### config.mk
export PLATFORM = sky130hd
export DESIGN_NAME = mem_wb_pipe_buf
export DESIGN_NICKNAME = d
export VERILOG_FILES = /design/src/rtl/mips_pipe_pkg.sv /design/src/rtl/pipe_skid_buf.sv /design/src/rtl/mem_wb_pipe_buf.sv
export SDC_FILE = /design/constraint.sdc
export NUM_CORES = 1
export LEC_CHECK = 0
export ABC_AREA = 1
export CAP_MARGIN = 10
export CORE_UTILIZATION = 50
export CTS_BUF_LIST = sky130_fd_sc_hd__clkbuf_8
export CTS_CLUSTER_DIAMETER = 100
export CTS_CLUSTER_SIZE = 25
export DETAILED_ROUTE_END_ITERATION = 16
export PLACE_DENSITY = 0.79
export RECOVER_POWER = 100
export SYNTH_ARGS = -nofsm -noshare
export SYNTH_HDL_FRONTEND = slang
export SYNTH_SLANG_ARGS = --single-unit
### constraint.sdc
create_clock -name clk -period 1.8 [get_ports clk]
set_input_delay 0.36 -clock clk [delete_from_list [all_inputs] [get_ports clk]]
set_output_delay 0.36 -clock clk [all_outputs]
set_load 0.03 [all_outputs]
### src/rtl/mips_pipe_pkg.sv
// Shared types for the MEM->WB pipeline buffer: state encoding and write-back payload.
package mips_pipe_pkg;

    localparam int unsigned DEFAULT_DATA_W = 32;
    localparam int unsigned DEFAULT_DEST_W = 5;

    // Encoding doubles as the occupancy count.
    typedef enum logic [1:0] {
        EMPTY = 2'd0,
        ONE   = 2'd1,
        TWO   = 2'd2
    } buf_state_e;

    typedef struct packed {
        logic                      WB_en;
        logic                      MEM_R_EN;
        logic [DEFAULT_DATA_W-1:0] ALU_result;
        logic [DEFAULT_DATA_W-1:0] Mem_read_value;
        logic [DEFAULT_DEST_W-1:0] Dest;
    } mem_wb_payload_t;

endpackage

### src/rtl/pipe_skid_buf.sv
// Payload-agnostic valid/ready stage: one head register plus an optional skid entry.
module pipe_skid_buf
    import mips_pipe_pkg::*;
#(
    parameter int unsigned W    = 8,
    parameter bit          SKID = 1'b1
) (
    input  logic         clk,
    input  logic         rst,
    input  logic         flush,
    input  logic         in_valid,
    output logic         in_ready,
    input  logic [W-1:0] in_data,
    output logic         out_valid,
    input  logic         out_ready,
    output logic [W-1:0] out_data,
    output logic [1:0]   occupancy
);

    buf_state_e   r_state;
    buf_state_e   w_next_state;
    logic         r_out_valid;
    logic         r_in_ready;
    logic [W-1:0] r_head;
    logic [W-1:0] r_skid;

    logic w_accept;
    logic w_retire;
    logic w_load_head_in;
    logic w_load_head_skid;
    logic w_load_skid;

    // With the skid entry in_ready comes from a flop; without it, it looks through to out_ready.
    assign in_ready  = SKID ? r_in_ready : (!r_out_valid || out_ready);
    assign w_accept  = in_valid && in_ready;
    assign w_retire  = r_out_valid && out_ready;
    assign out_valid = r_out_valid;
    assign out_data  = r_head;
    assign occupancy = 2'(r_state);

    // Next-state and register-load decisions; flush overrides any handshake.
    always_comb begin
        w_next_state     = r_state;
        w_load_head_in   = 1'b0;
        w_load_head_skid = 1'b0;
        w_load_skid      = 1'b0;
        if (flush) begin
            w_next_state = EMPTY;
        end else begin
            case (r_state)
                EMPTY: begin
                    if (w_accept) begin
                        w_next_state   = ONE;
                        w_load_head_in = 1'b1;
                    end
                end
                ONE: begin
                    if (w_accept && w_retire) begin
                        w_load_head_in = 1'b1;
                    end else if (w_accept && SKID) begin
                        w_next_state = TWO;
                        w_load_skid  = 1'b1;
                    end else if (w_retire) begin
                        w_next_state = EMPTY;
                    end
                end
                TWO: begin
                    if (w_retire) begin
                        w_next_state     = ONE;
                        w_load_head_skid = 1'b1;
                    end
                end
                default: begin
                    w_next_state = EMPTY;
                end
            endcase
        end
    end

    // State, registered handshake outputs and payload storage.
    always_ff @(posedge clk or negedge rst) begin
        if (!rst) begin
            r_state     <= EMPTY;
            r_out_valid <= 1'b0;
            r_in_ready  <= 1'b1;
            r_head      <= '0;
            r_skid      <= '0;
        end else begin
            r_state     <= w_next_state;
            r_out_valid <= (w_next_state != EMPTY);
            r_in_ready  <= (w_next_state != TWO);
            if (w_load_head_in) begin
                r_head <= in_data;
            end else if (w_load_head_skid) begin
                r_head <= r_skid;
            end
            if (w_load_skid) begin
                r_skid <= in_data;
            end
        end
    end

endmodule

### src/rtl/mem_wb_pipe_buf.sv
// MEM->WB stage register: packs the write-back payload, selects WB_value and drives the forwarding tap.
module mem_wb_pipe_buf
    import mips_pipe_pkg::*;
#(
    parameter int unsigned DATA_W = DEFAULT_DATA_W,
    parameter int unsigned DEST_W = DEFAULT_DEST_W,
    parameter bit          SKID   = 1'b1
) (
    input  logic              clk,
    input  logic              rst,
    input  logic              flush,
    input  logic              in_valid,
    output logic              in_ready,
    input  logic              WB_en_in,
    input  logic              MEM_R_EN_in,
    input  logic [DATA_W-1:0] ALU_result_in,
    input  logic [DATA_W-1:0] Mem_read_value_in,
    input  logic [DEST_W-1:0] Dest_in,
    output logic              out_valid,
    input  logic              out_ready,
    output logic              WB_en,
    output logic              MEM_R_EN,
    output logic [DATA_W-1:0] ALU_result,
    output logic [DATA_W-1:0] Mem_read_value,
    output logic [DEST_W-1:0] Dest,
    output logic [DATA_W-1:0] WB_value,
    output logic              fwd_valid,
    output logic [DEST_W-1:0] fwd_dest,
    output logic [DATA_W-1:0] fwd_value,
    output logic [1:0]        occupancy
);

    localparam int unsigned PAYLOAD_W = $bits(mem_wb_payload_t);

    mem_wb_payload_t             w_in_payload;
    mem_wb_payload_t             w_head;
    logic [DEFAULT_DATA_W-1:0]   w_wb_value;

    // Stored payload uses the package field widths; ports are cast onto them.
    assign w_in_payload = '{
        WB_en:          WB_en_in,
        MEM_R_EN:       MEM_R_EN_in,
        ALU_result:     DEFAULT_DATA_W'(ALU_result_in),
        Mem_read_value: DEFAULT_DATA_W'(Mem_read_value_in),
        Dest:           DEFAULT_DEST_W'(Dest_in)
    };

    pipe_skid_buf #(
        .W    (PAYLOAD_W),
        .SKID (SKID)
    ) u_buf (
        .clk       (clk),
        .rst       (rst),
        .flush     (flush),
        .in_valid  (in_valid),
        .in_ready  (in_ready),
        .in_data   (w_in_payload),
        .out_valid (out_valid),
        .out_ready (out_ready),
        .out_data  (w_head),
        .occupancy (occupancy)
    );

    // Loads write memory data, everything else writes the ALU result.
    assign w_wb_value = w_head.MEM_R_EN ? w_head.Mem_read_value : w_head.ALU_result;

    // A flushed or empty slot never writes, so the enable is qualified by out_valid.
    assign WB_en          = out_valid && w_head.WB_en;
    assign MEM_R_EN       = w_head.MEM_R_EN;
    assign ALU_result     = DATA_W'(w_head.ALU_result);
    assign Mem_read_value = DATA_W'(w_head.Mem_read_value);
    assign Dest           = DEST_W'(w_head.Dest);
    assign WB_value       = DATA_W'(w_wb_value);

    // The zero register is never a forwarding source.
    assign fwd_valid = out_valid && w_head.WB_en && (w_head.Dest != '0);
    assign fwd_dest  = Dest;
    assign fwd_value = WB_value;

endmodule

==> results.md, run 1 <==
- Overall Global Routing Usage: 25.3%
- Setup crit end kind: output pin
- Post-synthesis cell count: 1011
- DR vias/cell: 5.05
- Yosys reg bits: 146
- Vias in the first global route: 6436
- Antenna viol nets, final: 0
- Count leader, synth: nand2_1
- Clk_skew: 10.4 ps
- Fmax: 516 MHz
- Largest net degree at the start of global routing: 76
- CTS Buffer Depth: 2
- Slew Limit Headroom: 16.2%
- Synth cell count leaders: 290 x nand2_1, 145 x dfrtp_1, 145 x inv_1
- Initial DRC count: 539
- TritonRoute pass-1 iters: 5
- Die height: 128 microns
- Dpl ws: -131 ps
- Grt total ovfl: 0
- Fin crit share: 108%
- Largest family of logic cells by synthesized area: simple AND/OR/NAND/NOR gates
- Fin worst setup slack: -137 ps
- Sequential share of power: 30.1%
- RSZ-0062 raised after global routing: true
- Setup Viol. Count Final: 64
- Synth Net Count: 1087
- Adder-cell share of the synthesized area: 0%
- Period minus WS final: 1940 ps
- FP Rows: 45
- Fin cells: 1343
- Die width: 128 microns
- Synthesized cell area: 7970 sq um
- Clock root buffer: clkbuf_8
- Routability cong.: 0.767
- Ys flop type: dfrtp_1
- Sw Share: 45.2%
- Yosys warns: 0
- Sw Pwr: 8530 uW
- Area contributors post-synth: dfrtp_1 46%, nand2_1 14%, buf_4 10%, inv_1 6.8%, nand4_1 5.7%
- Wire length per cell: 15.0 microns
- Power Internal: 10300 uW
- NumNets Final: 1195
- Worst ir drop on vdd: 0.00117 V
- Antenna Cells: 0
- PD cells: 1850 nW/um^2
- Outcome: finished, violations left
- Synth Area in XOR/XNOR: 0%
- Data arrival, critical path: 1580 ps
- Worst skew pair latency: 450 ps
- Initial Util: 51.8%
- Final hold viol count: 0
- Post-Route WL: 20.1 mm
- Slew @ Worst Pin: 1260 ps
- CTS tree: yes
- Core box area: 15400 sq um
- CTS Sinks: 146
- Detailed placer's ending HPWL: 12.3 mm
- Total power: 18900 uW
- Via count: 6787
- Yosys top cell area share: 45.5%
- Clk pwr share: 13.1%
- Comb power frac: 56.8%
- CTS Buf Count: 17
- WS Path Type: reg -> out
- Cells after DPL: 1308
- Netlist cell types: 19
- DIE AREA: 16400 sq um
- Min-Delay Path Class: in -> reg
- DR DRC count: 0
- H-tree levels: 4
- Port Buf Inserts: 220
- Mapped Avg Cell Area: 7.88 sq um
- CP required: 1440 ps
- Cell taking the most area after synthesis: dfrtp_1
- EDFF count, synth: 0
- Failing checks: negative setup slack
- Clock transition at the registers of the reported paths: 90 ps
- Worst-path fanout max: 9
- Sequential area share after synthesis: 45.9%
- Setup TNS: -7630 ps
- I/O Pins: 221
- Synth async-reset ratio: 100%
- Mux share of post-synthesis cell area: 4.52%
- Max cap viols: 0
- Initial antenna violation count: 0
- Crit start category: register
- Hold Worst Slack: 459 ps
- Synth Area in Compound Gates: 4.59%
- Share of cells above drive strength 1: 14.3%
- First-pass GRT wire length: 32.5 mm
- Max-slew violations: 0
- Area Overhead vs Synth: 28.3%
- Reg2reg setup slack: 50 ps
- Leakage: 0.00567 uW
- Post-Synth Simple-Gate Area: 24.8%
==> routing by layer <==
metal	routed length (microns)	global-route usage (%)	up-vias
met3	1330	5.47	25
met2	9860	41.5	247
li1	-	-	3298
met4	277	8.03	0
met5	0	0	-
met1	8630	33.3	3217
==> through the flow <==
stage	cell area (sq um)	util, %
final	10200	66.5
after global routing	10200	66.5
after CTS	10300	67.2
after detailed placement	9800	63.8
after global placement	9800	63.8
after floorplan	7980	-
==> worst max-delay path, stage by stage (launching register included) <==
cell and delay (ps):
dfrtp_2 430, buf_6 210, mux2_4 330, buf_6 140
==> power by group through the flow <==
stage	combinational [uW]	clock (uW)	sequential, uW
global route	11400	2650	5850
global placement	10400	0	5660
CTS	10900	2520	5650
detailed placement	10600	0	5690
floorplan	7980	0	5470
finish	10700	2480	5670
==> cells in the final DEF, fill, tap and decap left out, types with 2 or more instances in the layout <==
cell type        instances
nand2_1                290
buf_8                    3
nand3_1                 76
nor2_1                   5
dfrtp_1                144
o21ai_1                 41
clkdlybuf4s50_1         74
buf_6                   69
buf_12                   8
bufinv_16                2
dlygate4sd2_1           77
nand4_1                 72
o21ai_0                 30
clkinv_2                 7
buf_4                    7
clkbuf_4                 5
clkbuf_1                 8
clkinv_4                 2
clkbuf_8                19
inv_1                  149
clkbuf_2                 2
mux2_4                  32
==> state kept, by name (all words and copies together), names as in the netlist <==
| register | count |
|---|---|
| u_buf.out_data | 71 |
| u_buf.r_skid | 71 |
| u_buf.occupancy | 2 |
| u_buf.in_ready | 1 |
| u_buf.out_valid | 1 |
==> path summary, 6_finish.rpt <==
| check | startpoint | end | depth (start not counted) |
|---|---|---|---|
| worst max-delay path | u_buf.out_data[69]$_DFFE_PN0P_ | WB_value[12] | 3 |
| worst min-delay path | Mem_read_value_in[0] | u_buf.r_skid[5]$_DFFE_PN0P_ | 3 |
| worst max register to register | u_buf.in_ready$_DFF_PN1_ | u_buf.out_data[32]$_DFFE_PN0P_ | 8 |
| worst min register to register | u_buf.r_skid[34]$_DFFE_PN0P_ | u_buf.r_skid[34]$_DFFE_PN0P_ | 2 |
| max in group asynchronous | rst | u_buf.r_skid[19]$_DFFE_PN0P_ | 3 |
| min in group asynchronous | rst | u_buf.r_skid[67]$_DFFE_PN0P_ | 2 |
==> logic make-up after synthesis <==
family,count (synthesis)
DFF,146
and+or+nand+nor,446
muxes,32
buffers and inverters,314
AOI/OAI and AO/OA,73
==> what timing repair did <==
action	CTS	global route
pin swaps	2	2
buffers inserted	2	0
hold buffers	1	0
gates resized for setup	569	5
cloned	1	0
setup endpoints to repair	144	68
hold endpoints to repair	44	0
==> layout make-up <==
cell class,count,area [sq um]
fillers,1289,5150
multi-input cells,551,2820
clock buffers,18,248
well taps,211,264
inverters,147,552
clock inverters,14,124
repair buffers,256,2560
flip-flops and latches,146,3660
Note: power is estimated with default switching activity, not from simulation.
==> inputs of run 2 (changes only) <==
- HOLD_SLACK_MARGIN: unset -> 0.08
==> results of run 2 <==
Same layout as run 1: the final DEF is identical, and so are final timing and power.
==> inputs of run 3 (changes only) <==
- SKIP_LAST_GASP: unset -> 1
==> results.md, run 3 (same netlist as run 1, synthesis figures left out) <==
- Outcome: finished, violations left
- Failing checks: negative setup slack
- Commonest non-fill, non-tap cell in the layout: nand2_1
- Clock transition at the registers of the reported paths: 80 ps (about the same)
- CP max stage delay: 430 ps (about the same)
- Data arrival, critical path: 1600 ps (+20 ps)
- Detailed placer's ending HPWL: 12.3 mm (unchanged)
- PD cells: 1800 nW/um^2 (-2.8%)
- CTS Buf Count: 17 (unchanged)
- Via count: 6771 (-0.24%)
- Vias in the first global route: 6414 (-0.34%)
- Max cap viols: 0 (unchanged)
- Worst path slowest cell: dfrtp_2
- Antenna Cells: 0 (unchanged)
- Slew @ Worst Pin: 1260 ps (-1.81 ps)
- RSZ-0062 raised after global routing: true
- Setup crit end: fwd_value[1]
- Area Overhead vs Synth: 23.5%
- Total power: 17700 uW (-6.4%)
- RR Endpoint: u_buf.out_data[32]$_DFFE_PN0P_
- FP Rows: 45 (unchanged)
- Die height: 128 microns (unchanged)
- CTS Sinks: 146 (unchanged)
- Initial antenna violation count: 0 (unchanged)
- DR vias/cell: 5.04 (-0.24%)
- Fmax: 510 MHz (-1.3%)
- DIE AREA: 16400 sq um (unchanged)
- Port Buf Inserts: 220 (unchanged)
- Antenna viol nets, final: 0 (unchanged)
- Placed cell area: 9800 sq um (unchanged)
- Clk_skew: 11.0 ps (+0.672 ps)
- Leakage: 0.00554 uW (-2.4%)
- Layout fillers: 1354 (+5.0%)
- Period minus WS final: 1960 ps (+25.1 ps)
- Post-Route WL: 19.8 mm (-1.3%)
- Overall Global Routing Usage: 25.1% (-0.17 points)
- Min-Delay Path Class: in -> reg
- CP required: 1440 ps (about the same)
- Cells after DPL: 1308 (unchanged)
- Max-slew violations: 0 (unchanged)
- Setup crit end kind: output pin
- Critical R2R Launch: u_buf.in_ready$_DFF_PN1_
- Dpl ws: -131 ps (unchanged)
- CP startpoint: u_buf.out_data[69]$_DFFE_PN0P_
- H-tree levels: 4 (unchanged)
- Most frequent cells in the layout: 290 x nand2_1, 149 x inv_1, 144 x dfrtp_1, 77 x dlygate4sd2_1, 76 x nand3_1
- Share of cells above drive strength 1: 14.3% (unchanged)
- NumNets Final: 1195 (unchanged)
- Final hold viol count: 0 (unchanged)
- Sequential cell area: 3660 sq um (unchanged)
- Worst skew pair latency: 460 ps (about the same)
- CP bufs+invs: 2 (unchanged)
- CTS tree: yes
- Initial Util: 51.8% (unchanged)
- Reg2reg setup slack: 70 ps (+20 ps)
- Fin worst setup slack: -162 ps (-25.1 ps)
- DR DRC count: 0 (unchanged)
- FF-to-FF path depth: 8 (unchanged)
- Critical path cell sequence: buf_12 -> mux2_2 -> buf_2
- Crit start category: register
- Largest net degree at the start of global routing: 76 (unchanged)
- CTS Buffer Depth: 2 (unchanged)
- Die width: 128 microns (unchanged)
- Cell area after layout: 9840 sq um (-3.7%)
- Wire length per cell: 14.8 microns (-1.3%)
- Setup TNS: -9060 ps (-1420 ps)
- CP Depth: 3 (unchanged)
- Setup Viol. Count Final: 64 (unchanged)
- Core box area: 15400 sq um (unchanged)
- Grt total ovfl: 0 (unchanged)
- First-pass GRT wire length: 32.4 mm (-0.57%)
- Initial DRC count: 503 (-6.7%)
- WS Path Type: reg -> out
- Area taken by multi-input logic gates: 2730 sq um (-3.1%)
- Worst ir drop on vdd: 0.00109 V (-6.4%)
- Worst-path fanout max: 14 (+5)
- Clock root buffer: clkbuf_8
- Routability cong.: 0.767 (unchanged)
- Largest delay contributor family on the critical path: flip-flops
- Fin cells: 1343 (unchanged)
- Fin crit share: 109% (+1.4 points)
- Slew Limit Headroom: 16.3% (+0.12 points)
- TritonRoute pass-1 iters: 5 (unchanged)
- Hold depth: 3 (unchanged)
- I/O Pins: 221 (unchanged)
==> run 3: changes by cell type in the layout (fill, tap and decap cells not counted) <==
| cell | previous run | this run |
|---|---|---|
| buf_6 | 69 | 22 |
| buf_2 | 0 | 46 |
| buf_4 | 7 | 8 |
| mux2_4 | 32 | 9 |
| mux2_2 | 0 | 23 |
==> run 3: final cells by class <==
class,instances,area share (%)
flip-flops and latches,146,37.1
well taps,211,2.68
clock buffers,18,2.52
repair buffers,256,23.1
inverters,147,5.61
multi-input cells,551,27.7
clock inverters,14,1.26
==> run 3: worst min path at each step <==
stage                               from                      endpoint  slack, ps
floorplan                            rst  u_buf.occupancy[0]$_DFF_PN0_         60
global placement                     rst  u_buf.r_skid[67]$_DFFE_PN0P_        340
detailed placement                   rst  u_buf.r_skid[67]$_DFFE_PN0P_        330
CTS                                  rst  u_buf.r_skid[67]$_DFFE_PN0P_        390
global route                  Dest_in[2]   u_buf.r_skid[2]$_DFFE_PN0P_        470
finish              Mem_read_value_in[0]   u_buf.r_skid[5]$_DFFE_PN0P_        460
==> run 3: what timing repair did <==
| item | 4_1_cts | 5_1_grt |
|---|---|---|
| pin swaps | 2 | 2 |
| setup buffers | 2 | 0 |
| resized for setup | 454 | 4 |
| hold buffers | 1 | 0 |
| hold endpoints to repair | 44 | 0 |
| gates cloned | 1 | 0 |
| endpoints found under the setup margin | 144 | 68 |
==> run 3: layer usage <==
| layer | global-route usage [%] | wire [microns] | vias up |
|---|---|---|---|
| met5 | 0 | 0 | - |
| met4 | 8.30 | 274 | 0 |
| met3 | 5.55 | 1300 | 25 |
| met2 | 40.6 | 9610 | 261 |
| met1 | 33.4 | 8640 | 3187 |
| li1 | - | - | 3298 |
==> run 3: worst min-delay path: cells and delay by family <==
kind / cells / cell delay, ps
buf+inv: 2 / 460
compound gates: 1 / 60
==> run 3: metrics by stage <==
stage / hold WS, ps / utilization (%)
2_1_floorplan: 64.4 / -
6_report: 461 / 64.0
5_1_grt: 470 / 64.0
4_1_cts: 394 / 64.8
3_5_place_dp: 334 / 63.8
3_3_place_gp: 338 / 63.8
==> run 3: where the power goes <==
part / internal (uW) / switching, uW / total (uW)
logic: 3440 / 6110 / 9560
clock network: 1240 / 1240 / 2480
registers: 4700 / 933 / 5630
